===== src/rtl/branch_queue_pkg.sv =====
// Shared types for the branch queue: ALU resolve bus, queue entry layout, depth/id widths.
package branch_queue_pkg;

  localparam int BQ_DEPTH = 8;
  localparam int BQ_ID_W  = $clog2(BQ_DEPTH);
  localparam int BQ_CNT_W = BQ_ID_W + 1;

  typedef logic [BQ_ID_W-1:0]  bq_id_t;
  typedef logic [BQ_CNT_W-1:0] bq_cnt_t;

  typedef struct packed {
    logic        ready;
    logic        branch_taken;
    logic [31:0] branch_target;
    bq_id_t      bq_id;
  } bq_bus_t;

  typedef struct packed {
    logic        valid;
    logic [31:0] pc;
    logic        pred_taken;
    logic [31:0] pred_target;
    logic        resolved;
    logic        taken;
    logic [31:0] target;
  } bq_entry_t;

  // A taken branch that went somewhere other than the predicted target is also a mispredict.
  function automatic logic bq_mispredict(input bq_entry_t e);
    return (e.taken != e.pred_taken) || (e.taken && (e.target != e.pred_target));
  endfunction

  function automatic logic [31:0] bq_actual_pc(input bq_entry_t e);
    return e.taken ? e.target : (e.pc + 32'd4);
  endfunction

endpackage


===== src/rtl/branch_queue_if.sv =====
// Dispatch / branch-ALU / ROB-facing signals of the branch queue; master = core side, slave = queue.
interface branch_queue_if;
  import branch_queue_pkg::*;

  logic        alloc_valid;
  logic [31:0] alloc_pc;
  logic        alloc_pred_taken;
  logic [31:0] alloc_pred_target;
  logic        alloc_ready;
  bq_id_t      alloc_bq_id;
  bq_bus_t     bq_bus;
  logic        head_valid;
  logic        head_resolved;
  logic        commit;
  logic        flush_valid;
  logic [31:0] flush_pc;

  modport master (
    output alloc_valid, alloc_pc, alloc_pred_taken, alloc_pred_target, bq_bus, commit,
    input  alloc_ready, alloc_bq_id, head_valid, head_resolved, flush_valid, flush_pc
  );

  modport slave (
    input  alloc_valid, alloc_pc, alloc_pred_taken, alloc_pred_target, bq_bus, commit,
    output alloc_ready, alloc_bq_id, head_valid, head_resolved, flush_valid, flush_pc
  );

endinterface


===== src/rtl/branch_queue.sv =====
// In-order branch queue: alloc at dispatch, out-of-order resolve, in-order commit with
// mispredict detection that empties the queue and issues a registered one-cycle flush/redirect.
module branch_queue
  import branch_queue_pkg::*;
(
  input logic           clk,
  input logic           rst,
  branch_queue_if.slave bq
);

  localparam bq_cnt_t FULL_CNT = BQ_CNT_W'(BQ_DEPTH);

  bq_entry_t   r_entries [BQ_DEPTH];
  bq_id_t      r_head;
  bq_id_t      r_tail;
  bq_cnt_t     r_count;
  logic        r_flush_vld;
  logic [31:0] r_flush_pc;

  bq_entry_t   w_head_entry;
  logic        w_full;
  logic        w_alloc_fire;
  logic        w_resolve_fire;
  logic        w_head_resolved;
  logic        w_commit_fire;
  logic        w_do_flush;
  logic [31:0] w_actual_pc;

  assign w_head_entry    = r_entries[r_head];
  assign w_full          = (r_count == FULL_CNT);
  assign w_alloc_fire    = bq.alloc_valid && !w_full;
  assign w_resolve_fire  = bq.bq_bus.ready && r_entries[bq.bq_bus.bq_id].valid;
  assign w_head_resolved = w_head_entry.valid && w_head_entry.resolved;
  assign w_commit_fire   = bq.commit && w_head_resolved;
  assign w_do_flush      = w_commit_fire && bq_mispredict(w_head_entry);
  assign w_actual_pc     = bq_actual_pc(w_head_entry);

  always_ff @(posedge clk) begin
    if (rst) begin
      for (int i = 0; i < BQ_DEPTH; i++) begin
        r_entries[i] <= '0;
      end
      r_head      <= '0;
      r_tail      <= '0;
      r_count     <= '0;
      r_flush_vld <= 1'b0;
      r_flush_pc  <= '0;
    end else if (w_do_flush) begin
      // Everything younger than the mispredicted branch is wrong-path, including this cycle's alloc/resolve.
      for (int i = 0; i < BQ_DEPTH; i++) begin
        r_entries[i].valid <= 1'b0;
      end
      r_head      <= '0;
      r_tail      <= '0;
      r_count     <= '0;
      r_flush_vld <= 1'b1;
      r_flush_pc  <= w_actual_pc;
    end else begin
      r_flush_vld <= 1'b0;

      if (w_resolve_fire) begin
        r_entries[bq.bq_bus.bq_id].resolved <= 1'b1;
        r_entries[bq.bq_bus.bq_id].taken    <= bq.bq_bus.branch_taken;
        r_entries[bq.bq_bus.bq_id].target   <= bq.bq_bus.branch_target;
      end

      if (w_commit_fire) begin
        r_entries[r_head].valid <= 1'b0;
        r_head                  <= r_head + 1'b1;
      end

      // The tail slot is never valid when alloc fires, so it cannot collide with resolve or commit.
      if (w_alloc_fire) begin
        r_entries[r_tail] <= '{valid:       1'b1,
                               pc:          bq.alloc_pc,
                               pred_taken:  bq.alloc_pred_taken,
                               pred_target: bq.alloc_pred_target,
                               resolved:    1'b0,
                               taken:       1'b0,
                               target:      32'd0};
        r_tail <= r_tail + 1'b1;
      end

      case ({w_alloc_fire, w_commit_fire})
        2'b10:   r_count <= r_count + 1'b1;
        2'b01:   r_count <= r_count - 1'b1;
        default: r_count <= r_count;
      endcase
    end
  end

  assign bq.alloc_ready   = !w_full;
  assign bq.alloc_bq_id   = r_tail;
  assign bq.head_valid    = w_head_entry.valid;
  assign bq.head_resolved = w_head_resolved;
  assign bq.flush_valid   = r_flush_vld;
  assign bq.flush_pc      = r_flush_pc;

  commit_needs_resolved_head: assert property (@(posedge clk) disable iff (rst)
    bq.commit |-> w_head_resolved);

endmodule


===== src/flat_wrapper.sv =====
// flat-port wrapper written by rule: the top's interface ports become plain ports
module branch_queue_flat import branch_queue_pkg::*;
  (clk, rst, bq_alloc_valid, bq_alloc_pc, bq_alloc_pred_taken, bq_alloc_pred_target, bq_bq_bus, bq_commit, bq_alloc_ready, bq_alloc_bq_id, bq_head_valid, bq_head_resolved, bq_flush_valid, bq_flush_pc);
  branch_queue_if bq_i ();
  input logic clk;
  input logic rst;
  input wire logic [$bits(bq_i.alloc_valid)-1:0] bq_alloc_valid;
  input wire logic [$bits(bq_i.alloc_pc)-1:0] bq_alloc_pc;
  input wire logic [$bits(bq_i.alloc_pred_taken)-1:0] bq_alloc_pred_taken;
  input wire logic [$bits(bq_i.alloc_pred_target)-1:0] bq_alloc_pred_target;
  input wire logic [$bits(bq_i.bq_bus)-1:0] bq_bq_bus;
  input wire logic [$bits(bq_i.commit)-1:0] bq_commit;
  output wire logic [$bits(bq_i.alloc_ready)-1:0] bq_alloc_ready;
  output wire logic [$bits(bq_i.alloc_bq_id)-1:0] bq_alloc_bq_id;
  output wire logic [$bits(bq_i.head_valid)-1:0] bq_head_valid;
  output wire logic [$bits(bq_i.head_resolved)-1:0] bq_head_resolved;
  output wire logic [$bits(bq_i.flush_valid)-1:0] bq_flush_valid;
  output wire logic [$bits(bq_i.flush_pc)-1:0] bq_flush_pc;
  assign bq_i.alloc_valid = bq_alloc_valid;
  assign bq_i.alloc_pc = bq_alloc_pc;
  assign bq_i.alloc_pred_taken = bq_alloc_pred_taken;
  assign bq_i.alloc_pred_target = bq_alloc_pred_target;
  assign bq_i.bq_bus = bq_bq_bus;
  assign bq_i.commit = bq_commit;
  assign bq_alloc_ready = bq_i.alloc_ready;
  assign bq_alloc_bq_id = bq_i.alloc_bq_id;
  assign bq_head_valid = bq_i.head_valid;
  assign bq_head_resolved = bq_i.head_resolved;
  assign bq_flush_valid = bq_i.flush_valid;
  assign bq_flush_pc = bq_i.flush_pc;
  branch_queue u_core (.clk(clk), .rst(rst), .bq(bq_i));
endmodule

===== config.mk =====
export PLATFORM = sky130hd
export DESIGN_NAME = branch_queue_flat
export DESIGN_NICKNAME = d
export VERILOG_FILES = /design/src/rtl/branch_queue_pkg.sv /design/src/rtl/branch_queue_if.sv /design/src/rtl/branch_queue.sv /design/src/flat_wrapper.sv
export SDC_FILE = /design/constraint.sdc
export NUM_CORES = 1
export LEC_CHECK = 0
export ABC_AREA = 1
export CORE_MARGIN = 8
export CORE_UTILIZATION = 55
export CTS_BUF_LIST = sky130_fd_sc_hd__clkbuf_8
export DETAILED_ROUTE_END_ITERATION = 10
export PLACE_DENSITY = 0.73
export SETUP_SLACK_MARGIN = 0.4
export SLEW_MARGIN = 10
export SYNTH_ARGS = -nofsm -noshare
export SYNTH_HDL_FRONTEND = slang
export SYNTH_SLANG_ARGS = --single-unit
export TNS_END_PERCENT = 50

===== constraint.sdc =====
create_clock -name clk -period 13.4 [get_ports clk]
set_input_delay 2.68 -clock clk [delete_from_list [all_inputs] [get_ports clk]]
set_output_delay 2.68 -clock clk [all_outputs]
set_load 0.05 [all_outputs]

# Yosys cells after proc, flatten, opt, wreduce, memory -nomap -nowiden
# Memories as Yosys holds them, arrays and structs flattened. A register that Yosys moved wholly into a read port is not among the register bits.
# Index checks and enable logic that the tools add are counted.
[totals]
wordCells = 75
in_bits = 106
memories = 1
reg_bits = 43
mem_bits_rw = 800
latch_bits = 0
out_inout_bits = 39
mem_bits_ro = 0
[memory_table]
columns = ["name", "words", "width", "rd", "rd_ports_with_merged_regs", "write_ports", "line", "source"]
rows = [
  ["u_core.r_entries", 8, 100, 2, 1, 8, "branch_queue.sv:13", "bq_entry_t r_entries [BQ_DEPTH];"],
]
[op_classes]
n_lt_le_gt_ge = 0
n_reduce_logical = 13
add_sub_neg = 5
n_bitwise = 8
n_mux = 38
n_mul = 0
n_shift = 0
n_div = 0
eq_ne = 5
[ops]
columns = ["op", "n"]
rows = [
  ["100-bit two-way mux", 3],
  ["100-bit OR reduction", 3],
  ["32-bit by 3-bit adder with 32-bit output (second input constant)", 1],
  ["32-bit two-way mux", 1],
  ["32-bit != test", 1],
  ["1-bit two-way mux", 25],
  ["3-bit two-way mux", 6],
  ["1-bit OR", 8],
  ["4-bit case mux with 2 select lines", 1],
  ["3-bit by 1-bit adder with 3-bit output (second input constant)", 2],
  ["1-bit logical AND", 6],
  ["4-bit by 1-bit adder with 4-bit output (second input constant)", 1],
  ["4-bit equality test (second input constant)", 1],
  ["2-bit two-way mux", 2],
  ["4-bit by 1-bit subtractor with 4-bit output (second input constant)", 1],
  ["2-bit by 1-bit equality test with 1-bit output (second input constant)", 1],
  ["2-bit equality test (second input constant)", 1],
  ["2-bit nonzero test", 1],
  ["2-bit OR reduction", 1],
  ["1-bit zero test", 1],
  ["1-bit logical OR", 1],
  ["1-bit != test", 1],
]

# Longest topological paths before layout
# Gate-level depths: netlist of the first run.
[depth]
depth_word = 9
mapped_depth = 25
mapped_depth_nobuf = 21

# Least setup slack after synthesis of the first run
# Ideal clock, no wire load.
[synth_path]
kind = "input -> register"
from = "input port rst"
to = "memory u_core.r_entries[4][13] in the netlist's numbering"
arrival_ps = 5936
path_stages = 8
required_time_ps = 13286
path_slack_ps = 7350
setup_ps = 114
path_buffers = 3
path_cell_list = "clkbuf_1 inv_2 clkbuf_1 nand2_1 clkinv_1 clkbuf_1 nand3_1 nand2_1"
[synth_lines]
columns = ["item", "line", "source"]
rows = [
  ["start, declared", "flat_wrapper.sv:6", "input logic rst;"],
  ["end, declared", "branch_queue.sv:13", ""],
]

==> results of run 1 <==
==> power groups by stage <==
stage	Sequential [mW]	Combinational (mW)	Clock, mW
after detailed placement	2.92	0.324	0
final	2.86	0.328	2.20
after CTS	2.86	0.325	2.22
after floorplan	2.92	0.183	0
after global placement	2.91	0.320	0
after global routing	2.87	0.355	2.33
==> cells in the mapped netlist (2+ instances only) <==
master,count
nand2_1,1244
clkbuf_2,29
nor2_4,2
nor3_2,2
a21oi_2,2
buf_2,124
nand4_2,3
xnor2_1,7
clkbuf_1,159
edfxtp_1,520
buf_6,2
or2_2,4
inv_1,350
inv_2,5
a31oi_2,4
o22ai_1,46
clkinv_1,2
a211oi_1,3
dfxtp_1,326
o21ai_0,396
nor2_1,1017
nand3_4,2
nand3_2,2
o211ai_1,18
nand3_1,672
buf_4,23
ha_1,6
o21ai_1,23
nand4_1,18
a21oi_1,14
buf_1,30
nor2_2,7
xor2_1,11
a22o_1,4
nor3_1,13
==> metal layers <==
metal  global-route usage [%]  vias to the layer above  wire (µm)
li1                         -                    16500          -
met1                     38.6                    16500      49200
met2                     48.9                     1894      58700
met3                     5.45                      346      12300
met4                     15.3                        0       6380
met5                        0                        -          0
==> critical path, stage by stage, from the launching register on <==
cell and delay [ns]:
dfxtp_4 0.54, inv_6 0.56, buf_12 0.60, nand3_1 0.14, nand2_1 0.09, nand2_1 0.05
nand2_1 0.93, nand2_1 0.12, nor2_1 0.14, nand2_1 0.06, nor2_1 0.13, nand2_1 0.07
nor2_1 0.23, nand3_1 0.37, nand3_4 0.43, nand2_1 0.39, inv_2 0.69, nand2_4 0.63
buf_4 0.60, nor2_1 0.21
==> sequential cells by signal, summed over array words and instances, names as in the netlist, named ones only <==
signal and count:
u_core.bq.alloc_bq_id 3, u_core.bq.flush_pc 32, u_core.bq.flush_valid 1, u_core.r_count 4, u_core.r_entries 800, u_core.r_head 3
==> final cells by class <==
| class | instances | area, µm² | share of cell area, % |
|---|---|---|---|
| clock inverter | 91 | 465 | 1.04 |
| antenna | 1 | 2.50 | 0.00560 |
| multi-input combinational | 3532 | 15400 | 34.5 |
| timing repair buffer | 192 | 1860 | 4.17 |
| tap | 959 | 1200 | 2.68 |
| inverter | 358 | 1370 | 3.06 |
| sequential | 846 | 22200 | 49.5 |
| clock buffer | 161 | 2220 | 4.96 |
==> cell families after synthesis <==
group	count (synthesis)	share of synthesized area, %
simple gates	2989	30.3
flops	846	54.8
buf+inv	725	7.46
compound gates	518	6.87
xor+xnor	18	0.390
fa+ha+maj	7	0.235
==> worst max path at each step <==
stage / startpoint / endpoint / slack, ns / depth (start not counted)
floorplan: rst / u_core.r_entries[4][13] / 7.35 / 8
detailed placement: flip-flop / u_core.r_entries[0][86] / 6.23 / 19
global placement: flip-flop / u_core.r_entries[2][53] / 6.26 / 19
CTS: flip-flop / u_core.r_entries[0][86] / 6.20 / 19
finish: flip-flop / u_core.r_entries[2][53] / 6.12 / 19
global route: flip-flop / u_core.r_entries[2][52] / 5.78 / 19
==> per-stage QoR <==
step / hold slack (ns) / power (mW) / std cells / instance area, µm² / utilization, %
after detailed placement: 0.448 / 3.24 / 5887 / 42000 / 57.7
after global routing: 0.470 / 5.55 / 6140 / 44700 / 61.4
final: 0.459 / 5.39 / 6140 / 44700 / 61.4
after global placement: 0.440 / 3.24 / 5887 / 42000 / 57.7
after floorplan: 0.421 / 3.10 / 5103 / 40400 / -
after CTS: 0.458 / 5.41 / 6139 / 44700 / 61.4
==> impl_metrics.json, run 1 <==
{
  "status": "finished clean",
  "min-delay-start": "u_core.r_entries[0][1]",
  "min_period_over_period_pct": 54.4,
  "synthTopCellsByArea": "edfxtp_1 (39%), dfxtp_1 (16%), nand2_1 (12%)",
  "arrival_ns": 7.92,
  "antenna_found_initial": 1,
  "crit_type": "reg2reg",
  "drt_wl_total_mm": 127,
  "clkPwrFrac_pct": 40.8,
  "finalNetCount": 5185,
  "min_to": "u_core.r_entries[0][1]",
  "first_iter_violations": 4215,
  "grt_pass1_vias": 33200,
  "grt_pass1_wl_mm": 194,
  "final_common_cell": "nand2_1",
  "area_growth_pct": 10.6,
  "startpoint_type": "flip-flop",
  "syn_area_per_cell_um2": 7.92,
  "slew_headroom_pct": 16.5,
  "ctsHoldBuffers": 0,
  "ctsLongestPathBuffers": 3,
  "power_frac_comb_pct": 6.1,
  "clockRootBuffer": "clkbuf_8",
  "cts_tree": "done",
  "ys.flop_type": "edfxtp_1",
  "die_y_um": 287,
  "ys_warn_count": 0,
  "cts_buffers": 142,
  "synth_edf_count": 520,
  "num_rows": 99,
  "finalMaxSlewViolations": 0,
  "swShare_pct": 24.6,
  "synthCells": 5103,
  "holdPathStages": 2,
  "setup_tns_ns": 0,
  "synth.cell_area_mm2": 0.0404,
  "maxCapViolCount": 0,
  "final_cell_mix": "nand2_1 (1236), nor2_1 (1017), nand3_1 (672)",
  "fmax_mhz": 137,
  "seqPwrFrac_pct": 53.1,
  "fin_worst_skew_ns": 0.0384,
  "grt_max_degree": 195,
  "portBuffers": 144,
  "clkTransAtPathRegs_ns": 0.07,
  "grt_overflow": 0,
  "ys_seq_area_share_pct": 54.8,
  "gp_congestion": 0.892,
  "vias_per_cell": 5.74,
  "wl_per_cell_um": 20.6,
  "netlist-cell-type-count": 48,
  "postCtsSetupBuffers": 0,
  "fp.dieW_um": 287,
  "dieArea_mm2": 0.0825,
  "route.vias.total": 35200,
  "post_cts_resized": 0,
  "dr.pass1.iters": 7,
  "peakVddDrop_v": 0.0000931,
  "end_kind": "flip-flop",
  "intPower_mw": 4.06,
  "finalCriticalPeriod_ns": 7.28,
  "cts_max_level": 4,
  "ant_nets": 0,
  "rrSetupSlack_ns": 6.12,
  "power_switching_mw": 1.33,
  "core_mm2": 0.0728,
  "power_density_mw_per_mm2": 121,
  "r2r-end": "u_core.r_entries[2][53]",
  "syn-num-nets": 5216,
  "post-route-drc-count": 0,
  "leakage_nw": 19.5,
  "worstMarginPinSlew_ns": 1.25,
  "synth_top_area_share_pct": 38.6,
  "hold_viol": 0,
  "setup_ws_ns": 6.12,
  "synth_top_area_cell": "edfxtp_1",
  "dp_slack_ns": 6.23,
  "setup_viol": 0,
  "cts.sinks": 846,
  "ys_ff_latch": 846,
  "required_ns": 14.04,
  "hpwl_mm": 71.3,
  "clock_latency_ns": 0.80,
  "rsz0062_at_grt": "no",
  "async_flop_share_pct": 0,
  "path_max_fanout": 139,
  "initial_utilization_pct": 55.5,
  "min_path_type": "reg2reg",
  "ios": 145,
  "drive_gt1_share_pct": 5.37,
  "nFillCells": 6410,
  "grt_usage_pct": 30.2,
  "r2r_cells": 19
}
Note: power is estimated with default switching activity, not from simulation.
==> run 2: changes to the inputs <==
- clock period: 13.4 -> 6.96 ns (I/O delays scaled with it)
==> run 2 against run 1 <==
  * Clock power is 90% higher
  * Core utilization is 0.24 points higher
  * Combinational power is 98% higher
  * Maximum frequency is 25% higher
  * Via count is 0.29% higher
  * Non-clock buffer count is 13 higher
  * Clock skew is 0.0036 ns lower
  * Global-route usage is 0.34 points higher
  * Largest power group unchanged
  * Die area stayed put
==> impl_metrics.json, run 2 (same netlist as run 1, synthesis figures left out) <==
{
  "hpwl_mm": 71.5,
  "cts_buffers": 141,
  "dieArea_mm2": 0.0825,
  "required_ns": 7.48,
  "hold_viol": 0,
  "final_common_cell": "nand2_1",
  "slew_headroom_pct": 25.5,
  "cpPeakStageDelay_ns": 0.76,
  "min_path_type": "reg2reg",
  "path_cells": "clkinv_8 -> buf_4 -> nand2_1 -> nand3_1 -> nand3_1 -> nand2_1 -> inv_1 -> nand3_1 -> nand2_1 -> nor2_1 -> nand2_1 -> nor2_1 -> nand3_1 -> nand3_4 -> nand2_1 -> inv_2 -> nand2_4 -> buf_4 -> nor2_1",
  "power_frac_comb_pct": 6.3,
  "r2r_cells": 19,
  "leakage_nw": 19.6,
  "cts.sinks": 846,
  "clkTransAtPathRegs_ns": 0.06,
  "drt_wl_total_mm": 128,
  "slowest_stage": "dfxtp_4",
  "initial_utilization_pct": 55.5,
  "power_switching_mw": 2.57,
  "intPower_mw": 7.77,
  "cts_max_level": 4,
  "num_rows": 99,
  "wl_met2_mm": 59.2,
  "ant_nets": 0,
  "wirelength_met1_mm": 48.5,
  "grt_usage_pct": 30.5,
  "gp_congestion": 0.901,
  "top_register": "u_core.r_entries",
  "post-route-drc-count": 0,
  "ios": 145,
  "grt_overflow": 0,
  "clkPwrFrac_pct": 40.4,
  "ctsHoldBuffers": 0,
  "end_kind": "flip-flop",
  "fmax_mhz": 172,
  "fin_worst_skew_ns": 0.0348,
  "drive_gt1_share_pct": 5.50,
  "cp_num_cells": 19,
  "grt_pass1_vias": 33100,
  "path_buf_inv": 5,
  "post_cts_resized": 0,
  "critical-path-top-delay-family": "simple AND/OR/NAND/NOR gates",
  "largest_reg_flops": 800,
  "status": "finished clean",
  "setup_tns_ns": 0,
  "design_area_mm2": 0.0449,
  "crit_type": "reg2reg",
  "clockRootBuffer": "clkbuf_8",
  "first_iter_violations": 4275,
  "finalNetCount": 5197,
  "cpMostUsedCell": "nand2_1",
  "die_y_um": 287,
  "antenna_found_initial": 4,
  "min_period_over_period_pct": 83.8,
  "holdPathStages": 2,
  "arrival_ns": 6.35,
  "final_cell_mix": "nand2_1 (1236), nor2_1 (1017), nand3_1 (672)",
  "worstMarginPinSlew_ns": 1.12,
  "wl_met3_mm": 14.0,
  "maxCapViolCount": 0,
  "setup_viol": 0,
  "grt_max_degree": 191,
  "core_mm2": 0.0728,
  "rsz0062_at_grt": "no",
  "top_layer": "met5",
  "peakVddDrop_v": 0.000186,
  "path_max_fanout": 132,
  "dpl-instance-area_mm2": 0.0423,
  "nFillCells": 6430,
  "ctsLongestPathBuffers": 3,
  "postCtsSetupBuffers": 0,
  "vias_per_cell": 5.75,
  "power_density_mw_per_mm2": 230,
  "startpoint_type": "flip-flop",
  "finalPower_mw": 10.3,
  "wl_per_cell_um": 20.9,
  "fp.dieW_um": 287,
  "cts_tree": "done",
  "portBuffers": 144,
  "grt_pass1_wl_mm": 195,
  "route.vias.total": 35300,
  "finalCriticalPeriod_ns": 5.83,
  "dr.pass1.iters": 6,
  "swShare_pct": 24.9,
  "seqPwrFrac_pct": 53.3,
  "finalMaxSlewViolations": 0,
  "clock_latency_ns": 0.82,
  "area_growth_pct": 11.0
}
-- run 2: worst register-to-register path: stages (launching register included) --
cell      delay, ns
dfxtp_4        0.76
clkinv_8       0.56
buf_4          0.76
nand2_1        0.19
nand3_1        0.07
nand3_1        0.10
nand2_1        0.12
inv_1          0.19
nand3_1        0.15
nand2_1        0.10
nor2_1         0.04
nand2_1        0.06
nor2_1         0.04
nand3_1        0.21
nand3_4        0.39
nand2_1        0.52
inv_2          0.16
nand2_4        0.42
buf_4          0.57
nor2_1         0.13
-- run 2: per-layer routing --
metal | global-route usage [%] | up-vias
met4 | 16.0 | 2
met3 | 5.93 | 384
met1 | 39.3 | 16400
li1 | - | 16600
met2 | 48.7 | 2047
met5 | 0 | -
-- run 2: power by group through the flow --
stage	Sequential, mW	Clock [mW]	Combinational [mW]
final	5.51	4.18	0.649
after global routing	5.52	4.42	0.700
after CTS	5.51	4.21	0.640
after global placement	5.61	0	0.632
after floorplan	5.62	0	0.352
after detailed placement	5.62	0	0.638
-- run 2: final timing paths --
kind | to | slack, ns | startpoint
worst max register to register | u_core.r_entries[2][73] | 1.13 | flip-flop
worst max-delay path | u_core.r_entries[2][73] | 1.13 | flip-flop
worst min register to register | u_core.bq.flush_pc[26] | 0.45 | u_core.bq.flush_pc[26]
worst min-delay path | u_core.bq.flush_pc[26] | 0.45 | u_core.bq.flush_pc[26]
-- run 2: through the flow --
step	worst slack [ns]	hold slack (ns)	cells	utilization [%]
floorplan	1.67	0.421	5103	-
global placement	1.48	0.439	5900	58.1
detailed placement	1.38	0.439	5900	58.1
CTS	1.31	0.451	6142	61.6
global route	0.892	0.462	6145	61.6
finish	1.13	0.450	6145	61.6
-- run 2: final cells by class --
cell class	instances	area [µm²]	area share (%)
inverters	358	1370	3.04
repair buffers	205	2120	4.73
diodes	3	7.51	0.0167
clock buffers	156	2150	4.78
clock inverters	86	447	0.995
well taps	959	1200	2.67
flip-flops and latches	846	22200	49.4
multi-input cells	3532	15400	34.4
